$ cat src/rtl/uart_pkg.sv
// +------------------------------------------------------------+
// | uart_pkg: shared UART FSM state encodings and frame width  |
// | Revision: 1.0                                              |
// +------------------------------------------------------------+
`default_nettype none

package uart_pkg;

  localparam int UART_DATA_BITS = 8;

  typedef enum logic [1:0] {
    TX_IDLE  = 2'd0,
    TX_START = 2'd1,
    TX_DATA  = 2'd2,
    TX_STOP  = 2'd3
  } tx_state_t;

  typedef enum logic [1:0] {
    RX_IDLE  = 2'd0,
    RX_START = 2'd1,
    RX_DATA  = 2'd2,
    RX_STOP  = 2'd3
  } rx_state_t;

endpackage

`default_nettype wire

$ cat src/rtl/uart_rx_fifo.sv
// +------------------------------------------------------------+
// | uart_rx_fifo: receive byte FIFO, wrap-bit full/empty       |
// | Revision: 1.0                                              |
// +------------------------------------------------------------+
`default_nettype none

module uart_rx_fifo
  import uart_pkg::*;
#(
  parameter int DEPTH = 4
) (
  input  logic                      clk,
  input  logic                      reset,
  input  logic                      push,
  input  logic [UART_DATA_BITS-1:0] pushData,
  input  logic                      pop,
  output logic [UART_DATA_BITS-1:0] popData,
  output logic                      full,
  output logic                      empty
);

  localparam int AW = $clog2(DEPTH);

  logic [AW:0]               r_wrPtr;
  logic [AW:0]               r_rdPtr;
  logic [UART_DATA_BITS-1:0] r_mem [DEPTH];
  logic                      w_doPush;
  logic                      w_doPop;

  assign empty = (r_wrPtr == r_rdPtr);
  assign full  = (r_wrPtr[AW] != r_rdPtr[AW]) && (r_wrPtr[AW-1:0] == r_rdPtr[AW-1:0]);

  // A pop on the same edge frees the slot, so a push into a full FIFO still lands.
  assign w_doPush = push && (!full || pop);
  assign w_doPop  = pop && !empty;
  assign popData  = r_mem[r_rdPtr[AW-1:0]];

  always_ff @(posedge clk or negedge reset) begin
    if (!reset) begin
      r_wrPtr <= '0;
      r_rdPtr <= '0;
    end else begin
      if (w_doPush) r_wrPtr <= r_wrPtr + 1'b1;
      if (w_doPop)  r_rdPtr <= r_rdPtr + 1'b1;
    end
  end

  always_ff @(posedge clk) begin
    if (w_doPush) r_mem[r_wrPtr[AW-1:0]] <= pushData;
  end

endmodule

`default_nettype wire

$ cat src/rtl/uart_cpu_port.sv
// +------------------------------------------------------------+
// | uart_cpu_port: CPU-side 8N1 UART with RX FIFO and handshake |
// | Revision: 1.0                                              |
// +------------------------------------------------------------+
`default_nettype none

module uart_cpu_port
  import uart_pkg::*;
#(
  parameter int CLKS_PER_BIT  = 434,
  parameter int RX_FIFO_DEPTH = 4
) (
  input  logic                      clk,
  input  logic                      reset,
  input  logic                      uartWriteReq,
  input  logic [UART_DATA_BITS-1:0] uartWriteData,
  output logic                      uartWriteReady,
  input  logic                      uartReadReq,
  output logic                      uartReadAck,
  output logic [UART_DATA_BITS-1:0] uartReadData,
  output logic                      txd,
  input  logic                      rxd,
  output logic                      rxOverflow,
  output logic                      rxFrameErr
);

  localparam int CNT_W = $clog2(CLKS_PER_BIT);
  localparam logic [CNT_W-1:0] C_BIT_LAST  = CNT_W'(CLKS_PER_BIT - 1);
  localparam logic [CNT_W-1:0] C_HALF_LAST = CNT_W'(CLKS_PER_BIT / 2 - 1);

  // ---------------- transmitter ----------------
  tx_state_t                 r_txState, w_txNext;
  logic [CNT_W-1:0]          r_txCnt;
  logic [2:0]                r_txBitIdx;
  logic [UART_DATA_BITS-1:0] r_txShift;
  logic                      w_txBitEnd;

  assign w_txBitEnd = (r_txCnt == C_BIT_LAST);

  always_comb begin
    w_txNext       = r_txState;
    txd            = 1'b1;
    uartWriteReady = 1'b0;
    unique case (r_txState)
      TX_IDLE: begin
        uartWriteReady = 1'b1;
        if (uartWriteReq) w_txNext = TX_START;
      end
      TX_START: begin
        txd = 1'b0;
        if (w_txBitEnd) w_txNext = TX_DATA;
      end
      TX_DATA: begin
        txd = r_txShift[0];
        if (w_txBitEnd && r_txBitIdx == 3'd7) w_txNext = TX_STOP;
      end
      TX_STOP: begin
        if (w_txBitEnd) w_txNext = TX_IDLE;
      end
    endcase
  end

  always_ff @(posedge clk or negedge reset) begin
    if (!reset) begin
      r_txState  <= TX_IDLE;
      r_txCnt    <= '0;
      r_txBitIdx <= '0;
      r_txShift  <= '0;
    end else begin
      r_txState <= w_txNext;
      if (r_txState == TX_IDLE) begin
        r_txCnt    <= '0;
        r_txBitIdx <= '0;
        if (uartWriteReq) r_txShift <= uartWriteData;
      end else begin
        r_txCnt <= w_txBitEnd ? '0 : r_txCnt + 1'b1;
        if (r_txState == TX_DATA && w_txBitEnd) begin
          r_txShift  <= r_txShift >> 1;
          r_txBitIdx <= r_txBitIdx + 1'b1;
        end
      end
    end
  end

  // ---------------- receiver ----------------
  rx_state_t                 r_rxState, w_rxNext;
  logic                      r_rxSync1, r_rxSync2, r_rxPrev;
  logic [CNT_W-1:0]          r_rxCnt;
  logic [2:0]                r_rxBitIdx;
  logic [UART_DATA_BITS-1:0] r_rxShift;
  logic                      r_rxPush;
  logic                      r_rxOverflow;
  logic                      r_rxFrameErr;
  logic                      w_rxBitEnd;
  logic                      w_rxHalfEnd;
  logic                      w_rxFall;

  assign w_rxBitEnd  = (r_rxCnt == C_BIT_LAST);
  assign w_rxHalfEnd = (r_rxCnt == C_HALF_LAST);
  // Edge rather than level, so a low stop bit left on the line never restarts the FSM.
  assign w_rxFall    = r_rxPrev && !r_rxSync2;

  always_comb begin
    w_rxNext = r_rxState;
    unique case (r_rxState)
      RX_IDLE:  if (w_rxFall) w_rxNext = RX_START;
      RX_START: if (w_rxHalfEnd) w_rxNext = r_rxSync2 ? RX_IDLE : RX_DATA;
      RX_DATA:  if (w_rxBitEnd && r_rxBitIdx == 3'd7) w_rxNext = RX_STOP;
      RX_STOP:  if (w_rxBitEnd) w_rxNext = RX_IDLE;
    endcase
  end

  always_ff @(posedge clk or negedge reset) begin
    if (!reset) begin
      r_rxSync1    <= 1'b1;
      r_rxSync2    <= 1'b1;
      r_rxPrev     <= 1'b1;
      r_rxState    <= RX_IDLE;
      r_rxCnt      <= '0;
      r_rxBitIdx   <= '0;
      r_rxShift    <= '0;
      r_rxPush     <= 1'b0;
      r_rxFrameErr <= 1'b0;
    end else begin
      r_rxSync1    <= rxd;
      r_rxSync2    <= r_rxSync1;
      r_rxPrev     <= r_rxSync2;
      r_rxState    <= w_rxNext;
      r_rxPush     <= (r_rxState == RX_STOP) && w_rxBitEnd && r_rxSync2;
      r_rxFrameErr <= (r_rxState == RX_STOP) && w_rxBitEnd && !r_rxSync2;
      unique case (r_rxState)
        RX_IDLE: begin
          r_rxCnt    <= '0;
          r_rxBitIdx <= '0;
        end
        RX_START: r_rxCnt <= w_rxHalfEnd ? '0 : r_rxCnt + 1'b1;
        RX_DATA: begin
          r_rxCnt <= w_rxBitEnd ? '0 : r_rxCnt + 1'b1;
          if (w_rxBitEnd) begin
            r_rxShift  <= {r_rxSync2, r_rxShift[UART_DATA_BITS-1:1]};
            r_rxBitIdx <= r_rxBitIdx + 1'b1;
          end
        end
        RX_STOP: r_rxCnt <= w_rxBitEnd ? '0 : r_rxCnt + 1'b1;
      endcase
    end
  end

  // ---------------- FIFO and CPU read handshake ----------------
  logic [UART_DATA_BITS-1:0] w_fifoData;
  logic                      w_fifoFull;
  logic                      w_fifoEmpty;
  logic                      w_pop;
  logic                      r_ack;
  logic [UART_DATA_BITS-1:0] r_readData;

  assign w_pop = uartReadReq && !w_fifoEmpty && !r_ack;

  uart_rx_fifo #(
    .DEPTH (RX_FIFO_DEPTH)
  ) u_rxFifo (
    .clk      (clk),
    .reset    (reset),
    .push     (r_rxPush),
    .pushData (r_rxShift),
    .pop      (w_pop),
    .popData  (w_fifoData),
    .full     (w_fifoFull),
    .empty    (w_fifoEmpty)
  );

  always_ff @(posedge clk or negedge reset) begin
    if (!reset) begin
      r_ack        <= 1'b0;
      r_readData   <= '0;
      r_rxOverflow <= 1'b0;
    end else begin
      r_ack        <= w_pop;
      r_rxOverflow <= r_rxPush && w_fifoFull && !w_pop;
      if (w_pop) r_readData <= w_fifoData;
    end
  end

  assign uartReadAck  = r_ack;
  assign uartReadData = r_readData;
  assign rxOverflow   = r_rxOverflow;
  assign rxFrameErr   = r_rxFrameErr;

endmodule

`default_nettype wire

$ cat config.mk
export PLATFORM = sky130hd
export DESIGN_NAME = uart_cpu_port
export DESIGN_NICKNAME = d
export VERILOG_FILES = /design/src/rtl/uart_pkg.sv /design/src/rtl/uart_rx_fifo.sv /design/src/rtl/uart_cpu_port.sv
export SDC_FILE = /design/constraint.sdc
export NUM_CORES = 1
export LEC_CHECK = 0
export CORE_MARGIN = 2
export CORE_UTILIZATION = 40
export DETAILED_ROUTE_END_ITERATION = 10
export PLACE_DENSITY = 0.66
export SLEW_MARGIN = 10
export SYNTH_ARGS = -nofsm -noshare
export SYNTH_HDL_FRONTEND = slang
export SYNTH_SLANG_ARGS = --single-unit
$ cat constraint.sdc
create_clock -name clk -period 2.3 [get_ports clk]
set_input_delay 0.345 -clock clk [delete_from_list [all_inputs] [get_ports clk]]
set_output_delay 0.345 -clock clk [all_outputs]
set_load 0.1 [all_outputs]
==> flow_metrics.tcl, run 1 <==
set metrics [dict create \
    status "complete, no violations" \
    drtPass1Iterations 4 \
    n_antenna_cell 0 \
    via_per_inst 5.04 \
    tritoncts "done" \
    seq_power_share 0.600 \
    fill_cells 965 \
    wl_per_cell_um 14.3 \
    post-route-util 0.460 \
    yosys-mux-area-fraction 0.104 \
    slew_headroom 0.699 \
    setup_viol 0 \
    synth_xor_area_frac 0.0404 \
    io-pin-count 26 \
    clkPwrFrac 0.337 \
    core_mm2 0.0107 \
    syn_area_mm2 0.00434 \
    worstPathRequired_ns 1.96 \
    seqCellArea_mm2 0.00259 \
    synth_compound_area_frac 0.0660 \
    cap_violations 0 \
    ys_types 53 \
    p_switching_uw 787 \
    start_kind "flop" \
    die_y_um 108 \
    dr_total_vias 2473 \
    antenna_found_initial 0 \
    cts_buffers 9 \
    arrival_ns 1.65 \
    core.rowCount 38 \
    criticalPathCategory "flop to output pin" \
    grt_pass1_wl_mm 11.9 \
    die_area_mm2 0.0117 \
    max-vdd-ir-drop_mv 0.278 \
    clock_latency_ns 0.37 \
    multi_input_area_mm2 0.00164 \
    io_buffers 25 \
    synth_area_per_cell_um2 13.8 \
    place_congestion 0.777 \
    worst_setup_path_end_kind "output pin" \
    rsz0062_at_grt "no" \
    cts_root_buf "clkbuf_8" \
    setup_tns_ns 0 \
    clock_skew_ns 0.00802 \
    areaGrowthSynthToFinish_pct 13.5 \
    synthFlopType "dfrtp_1" \
    final_antenna_net_count 0 \
    leakagePower_nw 2.21 \
    dp_hpwl_mm 4.78 \
    cts-htree-levels 3 \
    gr-total-overflow 0 \
    swShare 0.255 \
    grt_max_degree 66 \
    die_x_um 108 \
    ys_seq_area_frac 0.597 \
    start_util 0.406 \
    hp-class "flop to flop" \
    grt.total_usage 0.130 \
    drt_wl_total_mm 7.01 \
    synthSimpleGateAreaFrac 0.112 \
    crit_fanout 8 \
    grt_pass1_vias 2478 \
    period_minus_slack_ns 1.99 \
    p_total_mw 3.09 \
    synthArstFlopShare 0.670 \
    slew_viol_final 0 \
    clock_path_buffers 2 \
    period_share 0.867 \
    synthesis.nets 347 \
    final_cells 491 \
    yosysWarnings 0 \
    drive_gt1_frac 0.214 \
    hold_viol_final 0 \
    syn_inst 315 \
    clk_transition_reported_paths_ns 0.10 \
    clock_sinks 97 \
    max_slew.worst_pin.slew_ns 0.451 \
    drtIter0Drc 93 \
    p_per_area_mw_per_mm2 627 \
    synthAdderAreaFrac 0.0548 \
    dp_cells 474 \
    post_cts_buffers 0 \
    synth_edf_count 32 \
    fin_nets 378 \
    p_int_mw 2.30 \
    drc 0 \
    combPwrFrac 0.063 \
    max_freq_mhz 501 \
    synth_top_family_by_area "simple AND/OR/NAND/NOR gates" \
    ys_ff_latch 97 \
]
[final cells by class]
cell class	instances	area share
Clock inverter	7	0.0122
Tap cell	140	0.0356
Clock buffer	9	0.0252
Sequential cell	97	0.526
Timing Repair Buffer	30	0.0589
Inverter	11	0.00838
Multi-Input combinational cell	197	0.334
[power by group through the flow]
stage / sequential, mW / clock, mW / combinational (mW)
CTS: 1.85 / 1.09 / 0.200
global placement: 1.88 / 0 / 0.192
global route: 1.86 / 1.15 / 0.219
finish: 1.85 / 1.04 / 0.195
detailed placement: 1.89 / 0 / 0.195
floorplan: 1.86 / 0 / 0.139
[final timing paths]
check | start | endpoint | slack, ns | depth (start not counted)
setup / recovery | r_txState[0] | txd | 0.31 | 5
hold / removal | r_rxSync1 | r_rxSync2 | 0.36 | 0
setup reg to reg | u_rxFifo.r_rdPtr[1] | u_rxFifo.r_mem[3][6] | 0.40 | 3
hold reg to reg | r_rxSync1 | r_rxSync2 | 0.36 | 0
max in group asynchronous | reset | r_rxSync1 | 1.47 | 3
min in group asynchronous | reset | r_txCnt[1] | 0.52 | 3
[critical path, stage by stage, from the launching register on]
cell and delay [ns]:
dfrtp_1 0.43, inv_1 0.14, ha_1 0.32, nand2_1 0.10, o21ai_2 0.09, buf_12 0.19
[metrics by stage]
stage	hold WS [ns]	cell area (um2)	setup WS, ns
2_1_floorplan	0.0494	4340	0.126
3_3_place_gp	0.347	4730	0.209
3_5_place_dp	0.347	4730	0.198
4_1_cts	0.361	4920	0.279
5_1_grt	0.363	4920	0.223
6_report	0.359	4920	0.306
[layout by cell type, fill, tap and decap left out, types with 9 or more instances in the layout]
master,count
a21oi_1,18
buf_4,14
clkdlybuf4s50_1,11
dfrtp_1,62
edfxtp_1,32
clkbuf_8,9
nand2_1,13
nand3_1,13
nor2_1,27
inv_1,11
ha_1,19
xor2_1,9
xnor2_1,11
mux2_4,16
[logic make-up after synthesis]
logic type,after synthesis
multiplexers,27
adder cells (fa/ha/maj),19
flip-flops,97
XOR/XNOR,20
AO/OA/AOI/OAI,44
AND/OR/NAND/NOR,87
buffers and inverters,21
[layer usage]
metal / global-route usage / vias up / part of all wire
met3: 0.0241 / 11 / 0.026
li1: - / 1195 / -
met2: 0.202 / 32 / 0.47
met4: 0.0687 / 0 / 0.018
met1: 0.174 / 1235 / 0.49
met5: 0 / - / 0
[cell usage after synthesis (3+ instances only)]
master    number  area [um2]
clkbuf_1       3        11.3
o21ai_0        7        35.0
nor2_1        27         101
nand3_1       13        65.1
ha_1          19         238
o22ai_1        8        50.1
and2_1         5        31.3
xnor2_1       11        96.3
nand2_1       13        48.8
xor2_1         9        78.8
a31o_2         3        26.3
dfstp_2        3        78.8
nand2b_1       3        18.8
edfxtp_1      32         961
mux4_2         8         180
inv_1         11        41.3
a21oi_1       18        90.1
mux2_4        16         240
buf_6          3        33.8
nand4_1        3        18.8
dfrtp_1       62        1550
[repair_timing]
action	in CTS	in global routing
resized for setup	0	0
hold endpoints to repair	62	0
hold buffers	1	0
[flip-flops by register name (all words and copies together) (netlist names), named ones only]
| register | count |
|---|---|
| r_rxShift | 8 |
| r_rxPush | 1 |
| uartReadAck | 1 |
| r_rxSync2 | 1 |
| u_rxFifo.r_rdPtr | 3 |
| rxOverflow | 1 |
| r_rxCnt | 9 |
| rxFrameErr | 1 |
| u_rxFifo.r_wrPtr | 3 |
| r_rxSync1 | 1 |
| r_rxBitIdx | 3 |
| r_txCnt | 9 |
| uartReadData | 8 |
| r_rxState | 1 |
| r_rxPrev | 1 |
| u_rxFifo.r_mem | 32 |
| r_txState | 2 |
| r_txShift | 8 |
| r_txBitIdx | 3 |
(Power assumes the default switching activity.)
==> run 2: changes to the inputs <==
- PLACE_DENSITY: 0.66 -> 0.69
- clock period: 2.3 -> 1.65 ns (I/O delays scaled with it)
==> flow_metrics.tcl, run 2 (synthesized netlist as in run 1, its figures left out) <==
set metrics [dict create \
    wl_per_cell_um 14.5 \
    period_share 0.992 \
    clock_latency_ns 0.36 \
    core_mm2 0.0107 \
    cts_buffers 9 \
    holdPathStages 1 \
    grt_pass1_vias 2650 \
    hp-class "input port to flop" \
    max_freq_mhz 611 \
    drt_wl_total_mm 7.48 \
    drtPass1Iterations 5 \
    grt.total_usage 0.139 \
    grt_max_degree 48 \
    largest_reg_flops 32 \
    combPwrFrac 0.105 \
    cap_violations 0 \
    worst_setup_path_end_kind "output pin" \
    gr-total-overflow 0 \
    drive_gt1_frac 0.321 \
    final_area_mm2 0.00538 \
    start_util 0.406 \
    clk_transition_reported_paths_ns 0.09 \
    fin_nets 404 \
    io_buffers 25 \
    p_per_area_mw_per_mm2 835 \
    max_slew.worst_pin.slew_ns 0.439 \
    dp_hpwl_mm 5.10 \
    cts-htree-levels 3 \
    rsz0062_at_grt "yes" \
    worstPathRequired_ns 1.40 \
    leakagePower_nw 2.39 \
    place_congestion 0.767 \
    clkPwrFrac 0.323 \
    die_area_mm2 0.0117 \
    clock_sinks 97 \
    p_switching_mw 1.14 \
    clock_path_buffers 2 \
    timing.hold.ws_ns 0.304 \
    slew_viol_final 0 \
    setup_viol 0 \
    io-pin-count 26 \
    hold_viol_final 0 \
    final_antenna_net_count 0 \
    core.rowCount 38 \
    drc 0 \
    slew_headroom 0.707 \
    dr_total_vias 2607 \
    die_x_um 108 \
    start_kind "flop" \
    layout_commonest_cell "dfrtp_1" \
    via_per_inst 5.04 \
    antenna_found_initial 0 \
    seqCellArea_mm2 0.00259 \
    fill_cells 906 \
    dpl_cell_area_mm2 0.00500 \
    drtIter0Drc 182 \
    status "complete, no violations" \
    period_minus_slack_ns 1.64 \
    criticalPathCategory "flop to output pin" \
    p_int_mw 3.36 \
    crit_fanout 3 \
    arrival_ns 1.39 \
    max-vdd-ir-drop_mv 0.544 \
    cts_root_buf "clkbuf_8" \
    clock_skew_ns 0.0124 \
    reg2reg_depth 7 \
    areaGrowthSynthToFinish_pct 24.0 \
    multi_input_area_mm2 0.00174 \
    die_y_um 108 \
    grt_pass1_wl_mm 12.6 \
    layout_common_cells "61 x dfrtp_1, 32 x edfxtp_1, 27 x nor2_1" \
    tritoncts "done" \
    n_antenna_cell 0 \
    swShare 0.253 \
    seq_power_share 0.572 \
]
run 2: through the flow:
stage	TNS, ns	cells	setup slack, ns	utilization	power, mW
2_1_floorplan	-1.24	315	-0.169	-	2.79
3_3_place_gp	-1.41	487	-0.0571	0.467	2.92
3_5_place_dp	-2.34	487	-0.0890	0.467	2.93
4_1_cts	-0.0240	511	-0.0240	0.493	4.45
5_1_grt	-0.787	517	-0.0839	0.503	4.70
6_report	0	517	0.0136	0.503	4.49
run 2: path summary, 6_finish.rpt:
check                                   from           end  slack [ns]
worst max register to register    r_rxCnt[1]  r_rxState[0]        0.02
worst max-delay path            r_txState[1]           txd        0.01
worst min-delay path                     rxd     r_rxSync1        0.30
max in group asynchronous              reset   uartReadAck        0.66
worst min register to register     r_rxSync1     r_rxSync2        0.36
min in group asynchronous              reset    r_rxCnt[2]        0.37
run 2: area by class of cell:
type | count | area share
clock inverters | 6 | 0.0107
well taps | 140 | 0.0325
repair buffers | 56 | 0.121
multi-input cells | 197 | 0.322
flip-flops and latches | 97 | 0.482
inverters | 11 | 0.00767
clock buffers | 10 | 0.0237
run 2: metal layers:
layer  routed length (um)  global-route usage  vias to the layer above
met3                  189              0.0241                        9
met2                 3740               0.223                       45
li1                     -                   -                     1261
met4                   85              0.0623                        0
met5                    0                   0                        -
met1                 3460               0.184                     1292
run 2: worst max-delay path, cell delays in order (launching register included):
cell and delay, ns:
dfrtp_1 0.41, buf_6 0.13, ha_4 0.17, o21ai_4 0.14, buf_12 0.19
run 2: power groups by stage:
stage               sequential, mW  combinational (mW)  clock [mW]
finish                        2.57               0.473        1.45
global placement              2.61               0.309           0
detailed placement            2.62               0.319           0
CTS                           2.57               0.373        1.51
floorplan                     2.60               0.195           0
global route                  2.58               0.518        1.60
run 2: timing repair:
action / 4_1_cts / 5_1_grt
gates resized for setup: 4 / 19
buffers inserted: 7 / 6
setup endpoints to repair: 3 / 27
pin swaps: 3 / 5
hold endpoints to repair: 15 / 0
hold buffers: 1 / 0
cloned: 0 / 0
==> run 3: changes to the inputs <==
- CORE_MARGIN: 2 -> 5
- SLEW_MARGIN: 10 -> 20
==> flow_metrics.tcl, run 3 (synthesized netlist as in run 1, its figures left out) <==
set metrics [dict create \
    status "finished with violations" \
    violations "negative setup slack" \
    antenna_found_initial 0 \
    hp-class "input port to async pin" \
    dp_cells 486 \
    cts-htree-levels 3 \
    max_freq_mhz 594 \
    grt_max_degree 24 \
    final_area_mm2 0.00539 \
    cts_root_buf "clkbuf_8" \
    fin_nets 405 \
    crit_family "flip-flops" \
    core_mm2 0.0107 \
    tritoncts "done" \
    start_kind "flop" \
    grt_pass1_vias 2540 \
    leakagePower_nw 2.38 \
    io_buffers 25 \
    rsz0062_at_grt "yes" \
    io-pin-count 26 \
    cap_violations 0 \
    period_minus_slack_ns 1.68 \
    max_slew.worst_pin.slew_ns 0.518 \
    drc 0 \
    drive_gt1_frac 0.328 \
    period_share 1.02 \
    clock_path_buffers 2 \
    arrival_ns 1.44 \
    start_util 0.404 \
    crit_buf_inv 2 \
    layout_common_cells "61 x dfrtp_1, 32 x edfxtp_1, 26 x buf_4" \
    slew_headroom 0.654 \
    cp_slowest_cell "dfrtp_1" \
    drt_wl_total_mm 7.52 \
    dp_hpwl_mm 5.16 \
    max_stage_delay_ns 0.43 \
    wl_per_cell_um 14.5 \
    dr_total_vias 2573 \
    die_y_um 114 \
    worstPathRequired_ns 1.40 \
    worst_setup_path_end_kind "output pin" \
    reg2reg_depth 6 \
    drtIter0Drc 153 \
    grt_pass1_wl_mm 12.3 \
    crit-reg2reg-launch "r_rxCnt[0]" \
    setup_tns_ns -0.0334 \
    n_antenna_cell 0 \
    p_total_mw 4.36 \
    timing.hold.ws_ns 0.241 \
    clock_sinks 97 \
    criticalPathCategory "flop to output pin" \
    crit_fanout 3 \
    clock_skew_ns 0.0159 \
    cts_buffers 9 \
    clock_latency_ns 0.38 \
    final_cells 518 \
    layout_commonest_cell "dfrtp_1" \
    reg2reg_to "r_rxState[0]" \
    dpl_cell_area_mm2 0.00499 \
    grt.total_usage 0.119 \
    core.rowCount 38 \
    hold_viol_final 0 \
    crit_chain "inv_2 -> ha_2 -> o21ai_4 -> buf_12" \
    via_per_inst 4.97 \
    drtPass1Iterations 4 \
    max-vdd-ir-drop_mv 0.523 \
    setup_ws_ns -0.0334 \
    gr-total-overflow 0 \
    largest_reg_flops 32 \
    die_area_mm2 0.0130 \
    place_congestion 0.769 \
    setup_viol 1 \
    reg2reg_slack_ns 0.03 \
    final_antenna_net_count 0 \
    areaGrowthSynthToFinish_pct 24.3 \
    p_per_area_mw_per_mm2 809 \
    slew_viol_final 0 \
    clk_transition_reported_paths_ns 0.10 \
    die_x_um 114 \
]
## run 3: worst max-delay path by stage
stage	from	endpoint	cells after the start	slack, ns
2_1_floorplan	r_txState[0]	r_txShift[5]	6	-0.17
3_3_place_gp	uartReadReq	u_rxFifo.r_mem[1][0]	4	-0.06
3_5_place_dp	uartReadReq	u_rxFifo.r_mem[1][2]	4	-0.12
4_1_cts	r_txState[1]	txd	4	-0.07
5_1_grt	r_txState[1]	txd	4	-0.12
6_report	r_txState[1]	txd	4	-0.03
## run 3: per-stage QoR
| step | utilization | setup WS (ns) |
|---|---|---|
| 2_1_floorplan | - | -0.169 |
| 3_3_place_gp | 0.464 | -0.0584 |
| 3_5_place_dp | 0.464 | -0.118 |
| 4_1_cts | 0.490 | -0.0661 |
| 5_1_grt | 0.502 | -0.119 |
| 6_report | 0.502 | -0.0334 |
## run 3: worst register-to-register path, stage by stage (launching register included)
cell and delay, ns:
dfrtp_1 0.42, inv_1 0.07, ha_1 0.14, nor4bb_2 0.21
nand4_1 0.26, a22oi_4 0.33, a21oi_2 0.08
## run 3: layout make-up
class | instances | area, um2
Sequential cell | 97 | 2590
Clock buffer | 10 | 128
Tap cell | 140 | 175
Clock inverter | 6 | 50.0
Inverter | 11 | 41.3
Fill cell | 911 | 5350
Timing Repair Buffer | 56 | 643
Multi-Input combinational cell | 198 | 1760
## run 3: per-layer routing
| metal | GRT usage | wire length, um | vias up |
|---|---|---|---|
| met5 | 0 | 0 | - |
| met4 | 0.0356 | 94 | 0 |
| met3 | 0.0444 | 300 | 10 |
| met2 | 0.185 | 3620 | 36 |
| met1 | 0.157 | 3510 | 1268 |
| li1 | - | - | 1259 |
## run 3: power by group
part / leakage [nW] / internal, mW / total, mW / switching [mW]
clock: 0.0896 / 0.572 / 1.42 / 0.851
sequential: 1.24 / 2.52 / 2.57 / 0.0530
combinational: 1.04 / 0.163 / 0.370 / 0.207
total: 2.38 / 3.25 / 4.36 / 1.11
## run 3: repair_timing
action                                  4_1_cts  5_1_grt
hold buffers                                  1        0
endpoints found under the setup margin        3       52
gates cloned                                  0        1
hold endpoints to repair                     28        0
resized for setup                             9       13
setup buffers                                 6        8
pin swaps                                     2       12
